===== src/rtl/pe_ctrl_pkg.sv =====
// rtl/pe_ctrl_pkg.sv - shared PE command/state encodings and controller FSM states
package pe_ctrl_pkg;

  localparam int PE_CMD_BITS   = 2;
  localparam int PE_STATE_BITS = 1;

  localparam logic [PE_CMD_BITS-1:0] PE_CMD_NOP     = 2'd0;
  localparam logic [PE_CMD_BITS-1:0] PE_CMD_PROCESS = 2'd1;
  localparam logic [PE_CMD_BITS-1:0] PE_CMD_WRITE   = 2'd2;

  localparam logic [PE_STATE_BITS-1:0] PE_DEAD = 1'b0;
  localparam logic [PE_STATE_BITS-1:0] PE_LIVE = 1'b1;

  typedef enum logic [1:0] {
    ST_IDLE  = 2'd0,
    ST_WRITE = 2'd1,
    ST_RUN   = 2'd2,
    ST_SCAN  = 2'd3
  } ctrl_state_e;

endpackage


===== src/rtl/pe_onehot_dec.sv =====
// rtl/pe_onehot_dec.sv - index to one-hot decoder, all-zero when disabled or out of range
module pe_onehot_dec #(
  parameter int N = 8,
  parameter int W = (N > 1) ? $clog2(N) : 1
) (
  input  logic [W-1:0] idx,
  input  logic         en,
  output logic [N-1:0] onehot
);

  always_comb begin
    onehot = '0;
    for (int i = 0; i < N; i++) begin
      if (en && (idx == W'(i))) begin
        onehot[i] = 1'b1;
      end
    end
  end

endmodule


===== src/rtl/pe_array_ctrl.sv =====
// rtl/pe_array_ctrl.sv - Life PE array sequencer: cell writes, generation runs, raster readout
module pe_array_ctrl
  import pe_ctrl_pkg::*;
#(
  parameter int ROWS  = 8,
  parameter int COLS  = 8,
  parameter int GEN_W = 16,
  localparam int RW   = $clog2(ROWS),
  localparam int CW   = $clog2(COLS)
) (
  input  logic                     clk,
  input  logic                     rst,
  output logic [PE_CMD_BITS-1:0]   cmd,
  output logic [ROWS-1:0]          rsel_i,
  output logic [COLS-1:0]          csel_i,
  output logic [ROWS-1:0]          rsel_o,
  output logic [COLS-1:0]          csel_o,
  input  logic                     array_active,
  input  logic [PE_STATE_BITS-1:0] array_state,
  input  logic                     wr_valid,
  output logic                     wr_ready,
  input  logic [RW-1:0]            wr_row,
  input  logic [CW-1:0]            wr_col,
  input  logic [PE_STATE_BITS-1:0] wr_state,
  input  logic                     run_start,
  input  logic [GEN_W-1:0]         run_gens,
  output logic                     run_busy,
  output logic                     run_done,
  output logic                     stable,
  output logic [GEN_W-1:0]         gen_count,
  input  logic                     rd_start,
  output logic                     rd_valid,
  input  logic                     rd_ready,
  output logic [PE_STATE_BITS-1:0] rd_data,
  output logic [RW-1:0]            rd_row,
  output logic [CW-1:0]            rd_col,
  output logic                     rd_last
);

  ctrl_state_e              state_q, state_d;
  logic [PE_CMD_BITS-1:0]   cmd_q, cmd_d;
  logic [ROWS-1:0]          rsel_i_q, rsel_i_d, rsel_o_q, rsel_o_d;
  logic [COLS-1:0]          csel_i_q, csel_i_d, csel_o_q, csel_o_d;
  logic [GEN_W-1:0]         gens_q, gens_d;
  logic [GEN_W-1:0]         gen_count_q, gen_count_d;
  logic                     run_busy_q, run_busy_d;
  logic                     run_done_q, run_done_d;
  logic                     stable_q, stable_d;
  logic                     rd_last_q, rd_last_d;
  logic [RW-1:0]            rd_row_q, rd_row_d;
  logic [CW-1:0]            rd_col_q, rd_col_d;
  logic                     wr_en, rd_en;
  logic [GEN_W:0]           gen_next;
  logic                     limit_hit;

  // The cell value reaches the PEs straight from the host via the array top.
  logic unused_wr_state;
  assign unused_wr_state = ^wr_state;

  always_comb begin
    state_d     = state_q;
    cmd_d       = PE_CMD_NOP;
    run_busy_d  = 1'b0;
    run_done_d  = 1'b0;
    stable_d    = stable_q;
    gens_d      = gens_q;
    gen_count_d = gen_count_q;
    rd_row_d    = rd_row_q;
    rd_col_d    = rd_col_q;
    rd_last_d   = 1'b0;
    wr_en       = 1'b0;
    rd_en       = 1'b0;
    wr_ready    = 1'b0;
    gen_next    = {1'b0, gen_count_q} + (GEN_W+1)'(1);
    limit_hit   = (gens_q != '0) && (gen_next == {1'b0, gens_q});

    case (state_q)
      ST_IDLE: begin
        wr_ready = 1'b1;
        if (wr_valid) begin
          state_d = ST_WRITE;
          cmd_d   = PE_CMD_WRITE;
          wr_en   = 1'b1;
        end else if (run_start) begin
          state_d     = ST_RUN;
          cmd_d       = PE_CMD_PROCESS;
          run_busy_d  = 1'b1;
          gens_d      = run_gens;
          gen_count_d = '0;
          stable_d    = 1'b0;
        end else if (rd_start) begin
          state_d  = ST_SCAN;
          rd_row_d = '0;
          rd_col_d = '0;
          rd_en    = 1'b1;
        end
      end

      ST_WRITE: begin
        state_d = ST_IDLE;
      end

      ST_RUN: begin
        // Saturate: the carry out is only set when the counter is already all-ones.
        gen_count_d = gen_next[GEN_W] ? gen_count_q : gen_next[GEN_W-1:0];
        if (!array_active || limit_hit) begin
          state_d    = ST_IDLE;
          run_done_d = 1'b1;
          stable_d   = !array_active;
        end else begin
          cmd_d      = PE_CMD_PROCESS;
          run_busy_d = 1'b1;
        end
      end

      ST_SCAN: begin
        rd_en     = 1'b1;
        rd_last_d = rd_last_q;
        if (rd_ready) begin
          if (rd_last_q) begin
            state_d   = ST_IDLE;
            rd_en     = 1'b0;
            rd_last_d = 1'b0;
          end else begin
            if (rd_col_q == CW'(COLS-1)) begin
              rd_col_d = '0;
              rd_row_d = rd_row_q + 1'b1;
            end else begin
              rd_col_d = rd_col_q + 1'b1;
            end
            rd_last_d = (rd_row_d == RW'(ROWS-1)) && (rd_col_d == CW'(COLS-1));
          end
        end
      end

      default: state_d = ST_IDLE;
    endcase
  end

  pe_onehot_dec #(.N(ROWS), .W(RW)) u_dec_wr_row (.idx(wr_row),   .en(wr_en), .onehot(rsel_i_d));
  pe_onehot_dec #(.N(COLS), .W(CW)) u_dec_wr_col (.idx(wr_col),   .en(wr_en), .onehot(csel_i_d));
  pe_onehot_dec #(.N(ROWS), .W(RW)) u_dec_rd_row (.idx(rd_row_d), .en(rd_en), .onehot(rsel_o_d));
  pe_onehot_dec #(.N(COLS), .W(CW)) u_dec_rd_col (.idx(rd_col_d), .en(rd_en), .onehot(csel_o_d));

  always_ff @(posedge clk) begin
    if (rst) begin
      state_q     <= ST_IDLE;
      cmd_q       <= PE_CMD_NOP;
      rsel_i_q    <= '0;
      csel_i_q    <= '0;
      rsel_o_q    <= '0;
      csel_o_q    <= '0;
      gens_q      <= '0;
      gen_count_q <= '0;
      run_busy_q  <= 1'b0;
      run_done_q  <= 1'b0;
      stable_q    <= 1'b0;
      rd_last_q   <= 1'b0;
      rd_row_q    <= '0;
      rd_col_q    <= '0;
    end else begin
      state_q     <= state_d;
      cmd_q       <= cmd_d;
      rsel_i_q    <= rsel_i_d;
      csel_i_q    <= csel_i_d;
      rsel_o_q    <= rsel_o_d;
      csel_o_q    <= csel_o_d;
      gens_q      <= gens_d;
      gen_count_q <= gen_count_d;
      run_busy_q  <= run_busy_d;
      run_done_q  <= run_done_d;
      stable_q    <= stable_d;
      rd_last_q   <= rd_last_d;
      rd_row_q    <= rd_row_d;
      rd_col_q    <= rd_col_d;
    end
  end

  assign cmd       = cmd_q;
  assign rsel_i    = rsel_i_q;
  assign csel_i    = csel_i_q;
  assign rsel_o    = rsel_o_q;
  assign csel_o    = csel_o_q;
  assign run_busy  = run_busy_q;
  assign run_done  = run_done_q;
  assign stable    = stable_q;
  assign gen_count = gen_count_q;
  assign rd_valid  = (state_q == ST_SCAN);
  assign rd_data   = array_state;
  assign rd_row    = rd_row_q;
  assign rd_col    = rd_col_q;
  assign rd_last   = rd_last_q;

endmodule


===== config.mk =====
export PLATFORM = sky130hd
export DESIGN_NAME = pe_array_ctrl
export DESIGN_NICKNAME = d
export VERILOG_FILES = /design/src/rtl/pe_ctrl_pkg.sv /design/src/rtl/pe_onehot_dec.sv /design/src/rtl/pe_array_ctrl.sv
export SDC_FILE = /design/constraint.sdc
export NUM_CORES = 1
export LEC_CHECK = 0
export BUFFER_PORTS_ARGS = -buffer_cell sky130_fd_sc_hd__buf_2
export CORE_MARGIN = 3
export CORE_UTILIZATION = 40
export DETAILED_ROUTE_END_ITERATION = 6
export MAX_ROUTING_LAYER = met4
export PLACE_DENSITY = 0.6
export SLEW_MARGIN = 20
export SYNTH_ARGS = -nofsm -noshare
export SYNTH_HDL_FRONTEND = slang
export SYNTH_SLANG_ARGS = --single-unit
export TNS_END_PERCENT = 30

===== constraint.sdc =====
create_clock -name clk -period 7.72 [get_ports clk]
set_clock_uncertainty 0.2 [all_clocks]
set_input_delay 1.544 -clock clk [delete_from_list [all_inputs] [get_ports clk]]
set_output_delay 1.544 -clock clk [all_outputs]
set_load 0.005 [all_outputs]

==> run metrics, run 1 <==
outcome finished, final reports clean; crit-path max cell delay roughly 600 ps; Req. time, crit path 7790 ps; synth top area cells dfxtp_1 44%, nand2_1 5.9%, nor2_1 5.7%; hold buffer count at cts 0; clock transition at the registers of the reported paths ~80 ps; fin util 0.500; Critical Path Start Type input port; Cells after Synth 425; row cnt 33; WL final 8470 µm; max layer used met4; # Post-CTS Setup Buffers 0; vias 3116; RSZ-0062 raised after global routing no; Ports 94; WP buf/inv 1; post-cts resize count 0; CTS tree built; hpwl dp 6250 µm; core area 8380 µm²; final worst-path cycle share 0.519; Distinct cells, synth 48; GP Congestion 0.829; Setup CP Type in -> reg; Setup TNS Final 0 ps; Clock Tree Root clkbuf_8; Tot GR Track Use 0.183; Layout area overhead 19.6%; minimum clock period 4010 ps; WP data arrival 4080 ps; DR WL met2 4050 µm; PD cells a little over 200 nW/µm²; Post-synth EDFFs 0; grt total ovfl 0; main flop type after synthesis dfxtp_1; Nets 542; pins over their slew limit 0; DRT Pass-1 Iters 4; DRT iter0 DRCs 91; Worst-Skew Late Latency 350 ps; fmax between 200 and 250 MHz; Yosys Warn Count 0; DR DRC count 0; flop and latch count out of synthesis 77; # diodes 0; CP max FO 21; routed wl met3 457 µm; Slowest-stage cell, CP nand3b_1; worst vdd ir 0.195 mV; # port buffers 90; net count after synthesis 464; # clock sinks 77; Static Leakage 1.80 nW; syn_area_per_cell 8.25 µm²; Initial Util 0.418; largest area contributor in the netlist dfxtp_1; antenna violations before repair 0; Yosys top cell area share 0.440; Post-Syn Area around 3500 µm²; total power 0.845 mW; first-pass GRT wire length 14200 µm; Synth async-reset ratio 0; CTS H-tree lvls 3; share of cells above drive strength 1 0.226; hold crit path type reg -> reg; Die Span Y 99.6 µm; Max Cap Viol 0; via/cell ratio 5.08; Final Hold Viols 0; Slew @ Worst Pin 868 ps; Cell Chain, Critical Path buf_2 > nand3b_1 > o21ai_1 > o31ai_4 > or2_1 > or4_1 > a21oi_1; wl on met1 3830 µm; largest net degree at the start of global routing 49; post-synthesis sequential area ratio 0.440; clock buffers created by TritonCTS 9; die area 9930 µm²; Routed WL per cell 13.8 µm; Slew HR 0.421; Post-DRT Antenna Nets 0; nature of the critical path endpoint register; Largest delay share family, worst path simple AND/OR/NAND/NOR gates; vias in the first global route 2944; die width around 100 µm; count of final setup violators 0; Max clock buf depth 2
==> state kept, by name (all words and copies together) (netlist names), 2 cells and up <==
name / flops
rd_col: 3
cmd: 2
csel_i: 8
csel_o: 8
rsel_o: 8
rd_row: 3
gens_q: 16
state_q: 2
gen_count: 16
rsel_i: 8
==> power breakdown <==
part | leakage [nW] | switching (mW) | internal [mW]
combinational | 1.07 | 0.0610 | 0.0428
sequential | 0.623 | 0.00876 | 0.407
clock | 0.107 | 0.154 | 0.170
total | 1.80 | 0.224 | 0.621
==> worst reg2reg max path, delay by kind of cell (launching register included) <==
| family | cells | cell delay (ps) |
|---|---|---|
| buf+inv | 2 | 620 |
| simple gates | 2 | 940 |
| fa+ha+maj | 1 | 530 |
| flops | 1 | 330 |
| compound gates | 3 | 820 |
==> metrics by stage <==
stage | area [µm²] | instances | hold WS [ps] | setup WS (ps)
6_report | 4190 | 613 | 285 | 3710
5_1_grt | 4190 | 613 | 312 | 3490
4_1_cts | 4190 | 613 | 290 | 3700
3_5_place_dp | 3980 | 597 | 280 | 3350
3_3_place_gp | 3980 | 597 | 276 | 3380
2_1_floorplan | 3510 | 425 | 260 | 4320
==> area by class of cell <==
type                    instances  area [µm²]
fillers                       820        4190
multi-input cells             316        1820
flip-flops and latches         77        1540
repair buffers                 90         450
clock buffers                  11         151
well taps                     105         131
clock inverters                 5        63.8
inverters                       9        33.8
==> layout by cell type, fill, tap and decap left out, drive strengths merged, types with 4 or more instances in the layout <==
cell type / n
a21oi: 39
buf: 90
o21a: 4
nor4: 11
nand2: 55
nor3: 24
or2: 4
nand3: 9
dfxtp: 77
nor2: 53
clkbuf: 11
inv: 11
xor2: 6
o21ai: 11
ha: 8
xnor2: 19
nand4: 8
a21o: 10
nand2b: 14
mux2i: 4
==> synthesized netlist by cell type, drive strengths merged (2+ instances only) <==
cell    count
nand3       9
or2         4
xor2        6
nor4       11
a21o       10
nor3b       3
nor2       53
mux2i       4
or4         3
nand3b      3
inv         8
nor2b       2
o21ai      11
nor3       24
a22oi       3
or3b        3
dfxtp      77
xnor2      19
nand4       8
and3        3
nand2      55
o31ai       3
clkbuf     15
and2        2
nand2b     14
buf         8
a21oi      39
o21a        4
ha          8
==> logic make-up (layout without fill, tap and decap cells) <==
logic type / Yosys count / after routing / synth area share
AOI/OAI and AO/OA: 77 / 77 / 0.135
DFF: 77 / 77 / 0.440
buffers and inverters: 32 / 115 / 0.0410
adders and majority gates: 8 / 8 / 0.0285
muxes: 5 / 5 / 0.0146
xor gates and xnor gates: 25 / 25 / 0.0624
and+or+nand+nor: 201 / 201 / 0.279
==> metal layers <==
layer  vias up  GRT usage
li1       1624          -
met1      1420      0.226
met2        64      0.292
met3         8     0.0498
met4         0     0.0557
met5         -          -
==> worst paths after layout <==
| check | startpoint | endpoint | slack [ps] | cells after the start |
|---|---|---|---|---|
| worst min register to register | gens_q[4] | gens_q[4] | 290 | 2 |
| worst min-delay path | gens_q[4] | gens_q[4] | 290 | 2 |
| worst max-delay path | wr_valid | gen_count[11] | 3710 | 7 |
| worst max register to register | state_q[0] | gen_count[11] | 4210 | 8 |
(Power assumes the default switching activity.)
==> run 2, diff against run 1 <==
ABC_AREA = 1   (was default)
clock period = 4.1 ns   (was 7.72 ns; I/O delays follow)
==> run metrics, run 2 <==
outcome finished, final reports clean; antenna violations before repair 0; die area 10300 µm²; CP Capture Point gen_count[13]; reg2reg setup slack about 1500 ps; hold buffer count at cts 0; net count after synthesis 564; Yosys Warn Count 0; # diodes 0; Req. time, crit path a little over 4000 ps; via/cell ratio 4.84; core area ~9000 µm²; grt total ovfl 0; slack of the critical path 1510 ps; # port buffers 90; Distinct cells, synth 34; Setup WS pre-CTS 1400 ps; Psw approximately 0.67 mW; most common cell after layout, fill and taps aside nand2_1; CTS tree built; row cnt 34; Synth async-reset ratio 0; hpwl dp 7130 µm; final cell count without fillers 729; syn_area_per_cell 6.94 µm²; r2r startpoint gen_count[0]; register area 1540 µm²; Setup CP Type reg -> reg; Ports 94; DRT Pass-1 Iters 4; Layout area overhead 20.0%; synth top area cells dfxtp_1 42%, nand2_1 13%, inv_1 7.8%; GP Congestion 0.928; final worst-path cycle share 0.631; fmax ~390 MHz; fill count 902; Die Span Y a little over 100 µm; vias 3527; largest net degree at the start of global routing 35; CTS H-tree lvls 3; Worst-Skew Late Latency 340 ps; synth cell count leaders 127 x nand2_1, 77 x dfxtp_1, 76 x inv_1; main flop type after synthesis dfxtp_1; Post-Syn Area 3640 µm²; largest area contributor in the netlist dfxtp_1; crit path launch gen_count[0]; minimum clock period 2590 ps; WL final ~9100 µm; Clock Tree Root clkbuf_8; count of final setup violators 0; share of cells above drive strength 1 0.193; die width a little over 100 µm; Static Leakage 2.10 nW; Setup TNS Final 0 ps; Nets 655; placed insts 713; area of the multi-input gates 1740 µm²; Critical Path Start Type register; Max Cap Viol 0; Routed WL per cell around 13 µm; # Post-CTS Setup Buffers 0; Slew @ Worst Pin approximately 520 ps; Tot GR Track Use 0.190; Yosys top cell area share 0.423; commonest cells after routing, fill and taps aside 127 x nand2_1, 90 x buf_2, 77 x dfxtp_1, 76 x inv_1, 70 x nor2_1; # clock sinks a little under 80; sw frac 0.344; WP data arrival 2630 ps; Clk pwr share 0.304; worst vdd ir 0.289 mV; Post-DRT Antenna Nets 0; total power about 2.0 mW; Comb power frac 0.245; vias in the first global route 3297; Slew HR 0.652; PD cells 448 nW/µm²; R2R Path End gen_count[13]; DR DRC count 0; Final Hold Viols 0; most common cell in the netlist nand2_1; pins over their slew limit 0; post-synthesis sequential area ratio 0.423; flop and latch count out of synthesis 77; clock transition at the registers of the reported paths 90 ps; first-pass GRT wire length 15100 µm; r2r worst-path depth 10; Initial Util 0.414; post-cts resize count 0; Post-synth EDFFs 0; Cells after Synth 525; DRT iter0 DRCs ~160; CP max FO 10; Reg power frac 0.451; hold crit path type reg -> reg; nature of the critical path endpoint register; Max clock buf depth 2; RSZ-0062 raised after global routing no; clock buffers created by TritonCTS 9; internal power 1.28 mW
run 2: worst min path at each step:
stage                 end  slack [ps]  startpoint  cells past startpoint
2_1_floorplan  gens_q[15]         260  gens_q[15]                      2
3_3_place_gp       stable         260      stable                      2
3_5_place_dp       stable         270      stable                      2
4_1_cts         gens_q[1]         300   gens_q[1]                      2
5_1_grt         gens_q[1]         330   gens_q[1]                      2
6_report           stable         300      stable                      2
run 2: layout make-up:
| type | count | area share |
|---|---|---|
| flip-flops and latches | 77 | 0.353 |
| clock inverters | 7 | 0.0177 |
| multi-input cells | 360 | 0.399 |
| clock buffers | 9 | 0.0283 |
| well taps | 108 | 0.0309 |
| inverters | 76 | 0.0653 |
| repair buffers | 92 | 0.106 |
run 2: kinds of logic after synthesis:
kind of cell               after synthesis  share of synthesized area
DFF                                     77                      0.423
adders and majority gates                8                     0.0275
xor gates and xnor gates                 4                     0.0134
buffers and inverters                   88                     0.0986
AOI/OAI and AO/OA                       88                      0.135
and+or+nand+nor                        260                      0.302
run 2: power groups by stage:
stage	Combinational, mW	Sequential, mW	Clock, mW
floorplan	0.334	0.891	0
global placement	0.477	0.899	0
detailed placement	0.482	0.902	0
CTS	0.483	0.884	0.613
global route	0.552	0.898	0.638
finish	0.480	0.884	0.595
run 2: layer usage:
layer,routed length (µm),vias to the layer above,global-route usage
met1,4130,1564,0.236
met2,4410,88,0.312
li1,-,1861,-
met3,436,14,0.0331
met4,177,0,0.0665
met5,0,-,-
run 2: critical path: stages, from the launching register on:
cell	delay (ps)
dfxtp_1	480
ha_1	260
nand2_2	100
nor2_4	170
nand3_2	110
nor2_1	100
nand3_1	180
o21ai_4	370
inv_1	250
o21ai_0	200
inv_1	50
run 2: through the flow:
step | hold WS [ps] | cell area, µm² | utilization
2_1_floorplan | 261 | 3640 | -
3_3_place_gp | 265 | 4170 | 0.474
3_5_place_dp | 274 | 4170 | 0.474
4_1_cts | 301 | 4370 | 0.496
5_1_grt | 329 | 4370 | 0.496
6_report | 297 | 4370 | 0.496
